--- config.mk ---
export PLATFORM = sky130hd
export DESIGN_NAME = led_frame_receiver
export DESIGN_NICKNAME = d
export VERILOG_FILES = /design/src/rtl/led_frame_receiver.sv
export SDC_FILE = /design/constraint.sdc
export NUM_CORES = 1
export LEC_CHECK = 0
export BUFFER_PORTS_ARGS = -buffer_cell sky130_fd_sc_hd__buf_2
export CAP_MARGIN = 20
export CORE_MARGIN = 2
export CORE_UTILIZATION = 61
export DETAILED_ROUTE_END_ITERATION = 8
export PLACE_DENSITY_LB_ADDON = 0.1
export SLEW_MARGIN = 25
export SYNTH_ARGS = -nofsm -noshare
export SYNTH_HDL_FRONTEND = slang
export SYNTH_SLANG_ARGS = --single-unit
--- constraint.sdc ---
create_clock -name clk -period 3.1 [get_ports clk]
set_clock_uncertainty 0.1 [all_clocks]
set_input_delay 0.62 -clock clk [delete_from_list [all_inputs] [get_ports clk]]
set_output_delay 0.62 -clock clk [all_outputs]
set_load 0.01 [all_outputs]
--- src/rtl/led_frame_receiver.sv ---
// Single-wire LED stripe receiver: decodes pulse-width bits into
// 24-bit frames and groups them into sets separated by long low gaps.
module led_frame_receiver #(
   parameter logic [15:0] L_TIME = 16'd80,
   parameter logic [15:0] S_TIME = 16'd40,
   parameter logic [15:0] R_TIME = 16'd5000
) (
   input  logic        clk,
   input  logic        rst,
   input  logic        led_stripe_pin,
   output logic [23:0] frame_data,
   output logic [2:0]  frame_index,
   output logic        frame_valid,
   output logic        set_done,
   output logic [3:0]  frame_count,
   output logic        bit_error,
   output logic        partial_error,
   output logic        overflow,
   output logic        rx_busy
);

   localparam logic [16:0] H_MAX  = {L_TIME, 1'b0};
   localparam logic [16:0] LS_SUM = {1'b0, L_TIME} + {1'b0, S_TIME};
   localparam logic [15:0] H_THR  = LS_SUM[16:1];
   localparam logic [15:0] H_MIN  = {1'b0, S_TIME[15:1]};

   typedef enum logic [1:0] {
      SYNC,
      IDLE,
      HIGH,
      LOW
   } state_t;

   state_t state, state_n;

   logic s_meta, s, s_d;
   logic [15:0] scnt, scnt_n;
   logic [15:0] hcnt, hcnt_n;
   logic [15:0] lcnt, lcnt_n;
   logic [22:0] sr, sr_n;
   logic [4:0]  bit_cnt, bit_cnt_n;
   logic [3:0]  frm_cnt, frm_cnt_n;
   logic [23:0] frame_data_n;
   logic [2:0]  frame_index_n;
   logic [3:0]  frame_count_n;
   logic        overflow_n;
   logic        fv_n, sd_n, be_n, pe_n;

   logic [15:0] s_inc, h_inc, l_inc;
   logic        bit_v;
   logic [23:0] shifted;

   function automatic logic [15:0] sat_inc(input logic [15:0] v);
      return (v == 16'hFFFF) ? v : v + 16'd1;
   endfunction

   assign s_inc   = sat_inc(scnt);
   assign h_inc   = sat_inc(hcnt);
   assign l_inc   = sat_inc(lcnt);
   assign bit_v   = (hcnt >= H_THR);
   // The 24th bit goes straight to frame_data, so 23 stored bits suffice.
   assign shifted = {sr, bit_v};
   assign rx_busy = (state == HIGH) || (state == LOW);

   always_comb begin
      state_n       = state;
      scnt_n        = scnt;
      hcnt_n        = hcnt;
      lcnt_n        = lcnt;
      sr_n          = sr;
      bit_cnt_n     = bit_cnt;
      frm_cnt_n     = frm_cnt;
      frame_data_n  = frame_data;
      frame_index_n = frame_index;
      frame_count_n = frame_count;
      overflow_n    = overflow;
      fv_n          = 1'b0;
      sd_n          = 1'b0;
      be_n          = 1'b0;
      pe_n          = 1'b0;
      unique case (state)
         SYNC: begin
            if (s) begin
               scnt_n = 16'd0;
            end else if (s_inc >= R_TIME) begin
               scnt_n  = 16'd0;
               state_n = IDLE;
            end else begin
               scnt_n = s_inc;
            end
         end
         IDLE: begin
            if (s && !s_d) begin
               hcnt_n  = 16'd1;
               state_n = HIGH;
            end
         end
         HIGH: begin
            if (s) begin
               hcnt_n = h_inc;
               if ({1'b0, h_inc} >= H_MAX) begin
                  be_n      = 1'b1;
                  bit_cnt_n = 5'd0;
                  scnt_n    = 16'd0;
                  state_n   = SYNC;
               end
            end else if (hcnt < H_MIN) begin
               be_n      = 1'b1;
               bit_cnt_n = 5'd0;
               scnt_n    = 16'd0;
               state_n   = SYNC;
            end else begin
               sr_n    = shifted[22:0];
               lcnt_n  = 16'd1;
               state_n = LOW;
               if (bit_cnt == 5'd23) begin
                  bit_cnt_n = 5'd0;
                  if (frm_cnt < 4'd8) begin
                     frame_data_n  = shifted;
                     frame_index_n = frm_cnt[2:0];
                     fv_n          = 1'b1;
                     frm_cnt_n     = frm_cnt + 4'd1;
                  end else begin
                     overflow_n = 1'b1;
                  end
               end else begin
                  bit_cnt_n = bit_cnt + 5'd1;
               end
            end
         end
         LOW: begin
            if (s) begin
               hcnt_n  = 16'd1;
               state_n = HIGH;
            end else if (l_inc >= R_TIME) begin
               lcnt_n        = l_inc;
               pe_n          = (bit_cnt != 5'd0);
               bit_cnt_n     = 5'd0;
               sr_n          = 23'd0;
               sd_n          = 1'b1;
               frame_count_n = frm_cnt;
               frm_cnt_n     = 4'd0;
               overflow_n    = 1'b0;
               state_n       = IDLE;
            end else begin
               lcnt_n = l_inc;
            end
         end
         default: state_n = SYNC;
      endcase
   end

   always_ff @(posedge clk) begin
      if (rst) begin
         state         <= SYNC;
         s_meta        <= 1'b0;
         s             <= 1'b0;
         s_d           <= 1'b0;
         scnt          <= 16'd0;
         hcnt          <= 16'd0;
         lcnt          <= 16'd0;
         sr            <= 23'd0;
         bit_cnt       <= 5'd0;
         frm_cnt       <= 4'd0;
         frame_data    <= 24'd0;
         frame_index   <= 3'd0;
         frame_count   <= 4'd0;
         overflow      <= 1'b0;
         frame_valid   <= 1'b0;
         set_done      <= 1'b0;
         bit_error     <= 1'b0;
         partial_error <= 1'b0;
      end else begin
         state         <= state_n;
         s_meta        <= led_stripe_pin;
         s             <= s_meta;
         s_d           <= s;
         scnt          <= scnt_n;
         hcnt          <= hcnt_n;
         lcnt          <= lcnt_n;
         sr            <= sr_n;
         bit_cnt       <= bit_cnt_n;
         frm_cnt       <= frm_cnt_n;
         frame_data    <= frame_data_n;
         frame_index   <= frame_index_n;
         frame_count   <= frame_count_n;
         overflow      <= overflow_n;
         frame_valid   <= fv_n;
         set_done      <= sd_n;
         bit_error     <= be_n;
         partial_error <= pe_n;
      end
   end

endmodule

==> results by group <==
Outcome
  – Status: finished, final reports clean

Critical path
  – Worst EP required: 3450 ps
  – CP Cell Sequence: ha_1 -> nand4_1 -> buf_4 -> o21ai_0 -> a21boi_0 -> a31oi_2 -> nor4_1 -> buf_4 -> o22a_4 -> or4_1 -> a21oi_1
  – CP startpoint: hcnt[1]
  – Worst reg2reg setup slack: 120 ps
  – Worst reg2reg startpoint: hcnt[1]
  – R2r endpoint: bit_cnt[3]
  – Worst stage delay on the critical path: 510 ps
  – Top cell by count, worst path: buf_4
  – Crit. path cell count: 11
  – Crit path kind: reg2reg
  – CP startpoint kind: flop
  – Crit-path slowest cell: or4_1
  – Worst r2r path cells: 11
  – Kind of end point of the critical path: flop
  – Worst-path fanout max: 7
  – Critical path arrival: 3330 ps
  – CP Buf/Inv Count: 2
  – End point of the critical path: bit_cnt[3]
  – Largest delay contributor family on the critical path: simple AND/OR/NAND/NOR gates

Floorplanning
  – Die Wd: 103.2 um
  – Die footprint: 0.01065 mm2
  – Core ar.: 0.009684 mm2
  – I/O pin cnt: 40
  – Initial core utilization: 61.99%
  – DIE HEIGHT: 103.2 um
  – # rows: 36

Routing
  – DRC viols: 0
  – Number of vias per cell: 6.157
  – 1st-iter DRT viols: 377
  – Routed Antenna Nets: 0
  – DR vias: 5794
  – Final WL: 15140 um
  – Drt pass-1 iters: 5
  – Avg WL per Cell: 16.09 um

Place
  – Pre-CTS setup slack: -44.64 ps
  – Routability cong.: 0.9730
  – # port buffers: 39
  – Post-DP HPWL: 10140 um

Global route
  – First-pass GRT wire length: 24270 um
  – GRT Total Usage: 28.58%
  – Vias in the first global route: 5158
  – Pin count of the biggest net entering global routing: 31
  – Initial antenna violation count: 0
  – Gr ovfl total: 0

STA
  – Final setup fails: 0
  – Final worst setup slack: 121.3 ps
  – Fin crit share: 96.09%
  – Final hold vios: 0
  – Slew Limit Headroom: 55.63%
  – Setup TNS: 0 ps
  – FMAX: 0.3357 GHz
  – Tightest Pin Transition: 658.5 ps
  – Max Transition Viols Final: 0
  – Final critical-path required period: 2979 ps
  – Final Hold Slack: 218.0 ps

Clock network
  – CTS tree: done
  – Max Root-Sink Buffers: 2
  – TritonCTS buffer count: 17
  – Max H-tree Level: 4
  – Clk sink count: 121
  – CTS clk-pin slew, worst paths: 60 ps
  – Worst skew pair latency: 520 ps
  – Root Buffer: clkbuf_8

Logic synthesis
  – Post-synth ARST share: 0%
  – Seq/Total Area, Yosys: 40.35%
  – Synthesized net count: 759
  – Top cells by area, synth: dfxtp_1, a21oi_1, nand2_1, nor2_1, a22o_1
  – Synth cell count leaders: dfxtp_1, nand2_1, a21oi_1
  – YS warnings: 0
  – Cell Area, Synth: 0.006003 mm2
  – Top cell type's share of synthesized area: 40.35%
  – Post-synth top area cell: dfxtp_1
  – #FFs+latches synth: 121
  – Synth Area per Inst: 8.015 um2
  – Synth Instances: 749
  – Ys flop type: dfxtp_1
  – Synth unique cells: 68
  – Most common cell in the netlist: dfxtp_1
  – Post-synth EDFFs: 0

Pwr
  – Leak Pwr: 2.592 nW
  – Cell Pwr Density: 495.8 mW/mm2
  – Comb power frac: 1.6%
  – Worst IR Drop VDD: 0.0003682 V
  – Internal power: 2.672 mW
  – Clk network pwr share: 53.8%
  – Sequential share of power: 44.6%
  – Sw Ratio: 23.97%
  – Switching pwr: 0.8426 mW

Run
  – Max-cap violation count: 0

Cells and area
  – Finished Core Util: 73.19%
  – Layout cell share with drive strength beyond 1: 17.33%
  – ANT cells: 0
  – Nets: 805
  – P&R area growth vs syn: 18.07%

Worst hold path
  – Hold WC Path Type: in2reg
==> repair_timing <==
action | in CTS | in global routing
resized for setup | 2 | 9
hold buffers | 0 | 0
setup buffers | 0 | 3
setup endpoints to repair | 2 | 24
gates cloned | 0 | 0
pin swaps | 0 | 0
==> worst min path at each step <==
stage | startpoint | end | cells after the start
after floorplan | s_meta | s | 1
after global placement | s_meta | s | 1
after detailed placement | s_meta | s | 1
after CTS | led_stripe_pin | s_meta | 2
after global routing | led_stripe_pin | s_meta | 2
final | led_stripe_pin | s_meta | 2
==> layer usage <==
layer | share of wire [%] | vias to the layer above | global-route usage, %
met1 | 44 | 2727 | 38.07
met4 | 1.4 | 0 | 9.615
li1 | - | 2828 | -
met2 | 48 | 216 | 45.45
met3 | 7.1 | 23 | 7.325
met5 | 0 | - | 0
==> through the flow <==
stage / std cells / cell area, um2 / power [mW]
5_1_grt: 941 / 7088 / 3.614
2_1_floorplan: 749 / 6003 / 1.635
3_3_place_gp: 906 / 6435 / 1.654
3_5_place_dp: 906 / 6435 / 1.655
4_1_cts: 938 / 7012 / 3.534
6_report: 941 / 7088 / 3.515
==> logic make-up (layout without fill, tap and decap cells) <==
kind of cell | count (synthesis) | in the layout | synth area share, %
compound gates | 216 | 216 | 24.41
xor+xnor | 4 | 4 | 0.5835
fa+ha+maj | 7 | 7 | 1.459
buf+inv | 70 | 129 | 4.877
flops | 121 | 121 | 40.35
mux | 13 | 13 | 2.188
simple gates | 318 | 318 | 26.14
==> worst register-to-register path, cell delays in order, from the launching register on <==
cell      delay (ps)
dfxtp_1          400
ha_1             260
nand4_1          260
buf_4            230
o21ai_0           70
a21boi_0         150
a31oi_2          270
nor4_1           120
buf_4            160
o22a_4           250
or4_1            510
a21oi_1          130
==> flip-flops by register name, indices dropped and copies added, names as in the netlist, 2 cells and up <==
name,count
state,2
scnt,16
frame_data,24
lcnt,16
frame_count,4
bit_cnt,5
frame_index,3
sr,23
hcnt,16
frm_cnt,4
==> power groups by stage <==
stage	registers (mW)	logic, mW	clock network (mW)
4_1_cts	1.57	0.0552	1.91
2_1_floorplan	1.60	0.0371	0
6_report	1.57	0.0563	1.89
3_5_place_dp	1.60	0.0542	0
3_3_place_gp	1.60	0.0533	0
5_1_grt	1.57	0.0619	1.99
==> layout make-up <==
| type | count | area (um2) |
|---|---|---|
| Sequential cell | 121 | 2422 |
| Timing Repair Buffer | 79 | 508.0 |
| Multi-Input combinational cell | 558 | 3356 |
| Inverter | 18 | 67.56 |
| Clock buffer | 17 | 414.1 |
| Clock inverter | 15 | 153.9 |
| Tap cell | 133 | 166.4 |
| Fill cell | 741 | 2596 |
==> cell usage in the layout (no fill, tap or decap), types with 9 or more instances in the layout <==
master	synthesis	layout
nor3_1	30	28
nand4_1	18	18
a211oi_1	9	9
or3_1	9	9
a21oi_1	78	78
inv_1	17	17
clkbuf_16	0	16
and3_1	12	12
buf_2	17	39
a22o_1	23	23
a311oi_1	13	13
nand3_1	22	22
dfxtp_1	121	121
nor2_1	72	71
a31oi_1	11	10
buf_4	2	39
mux2i_1	12	12
nand2_1	101	100
o21ai_0	34	34
Power figures use the tool's default switching activity.
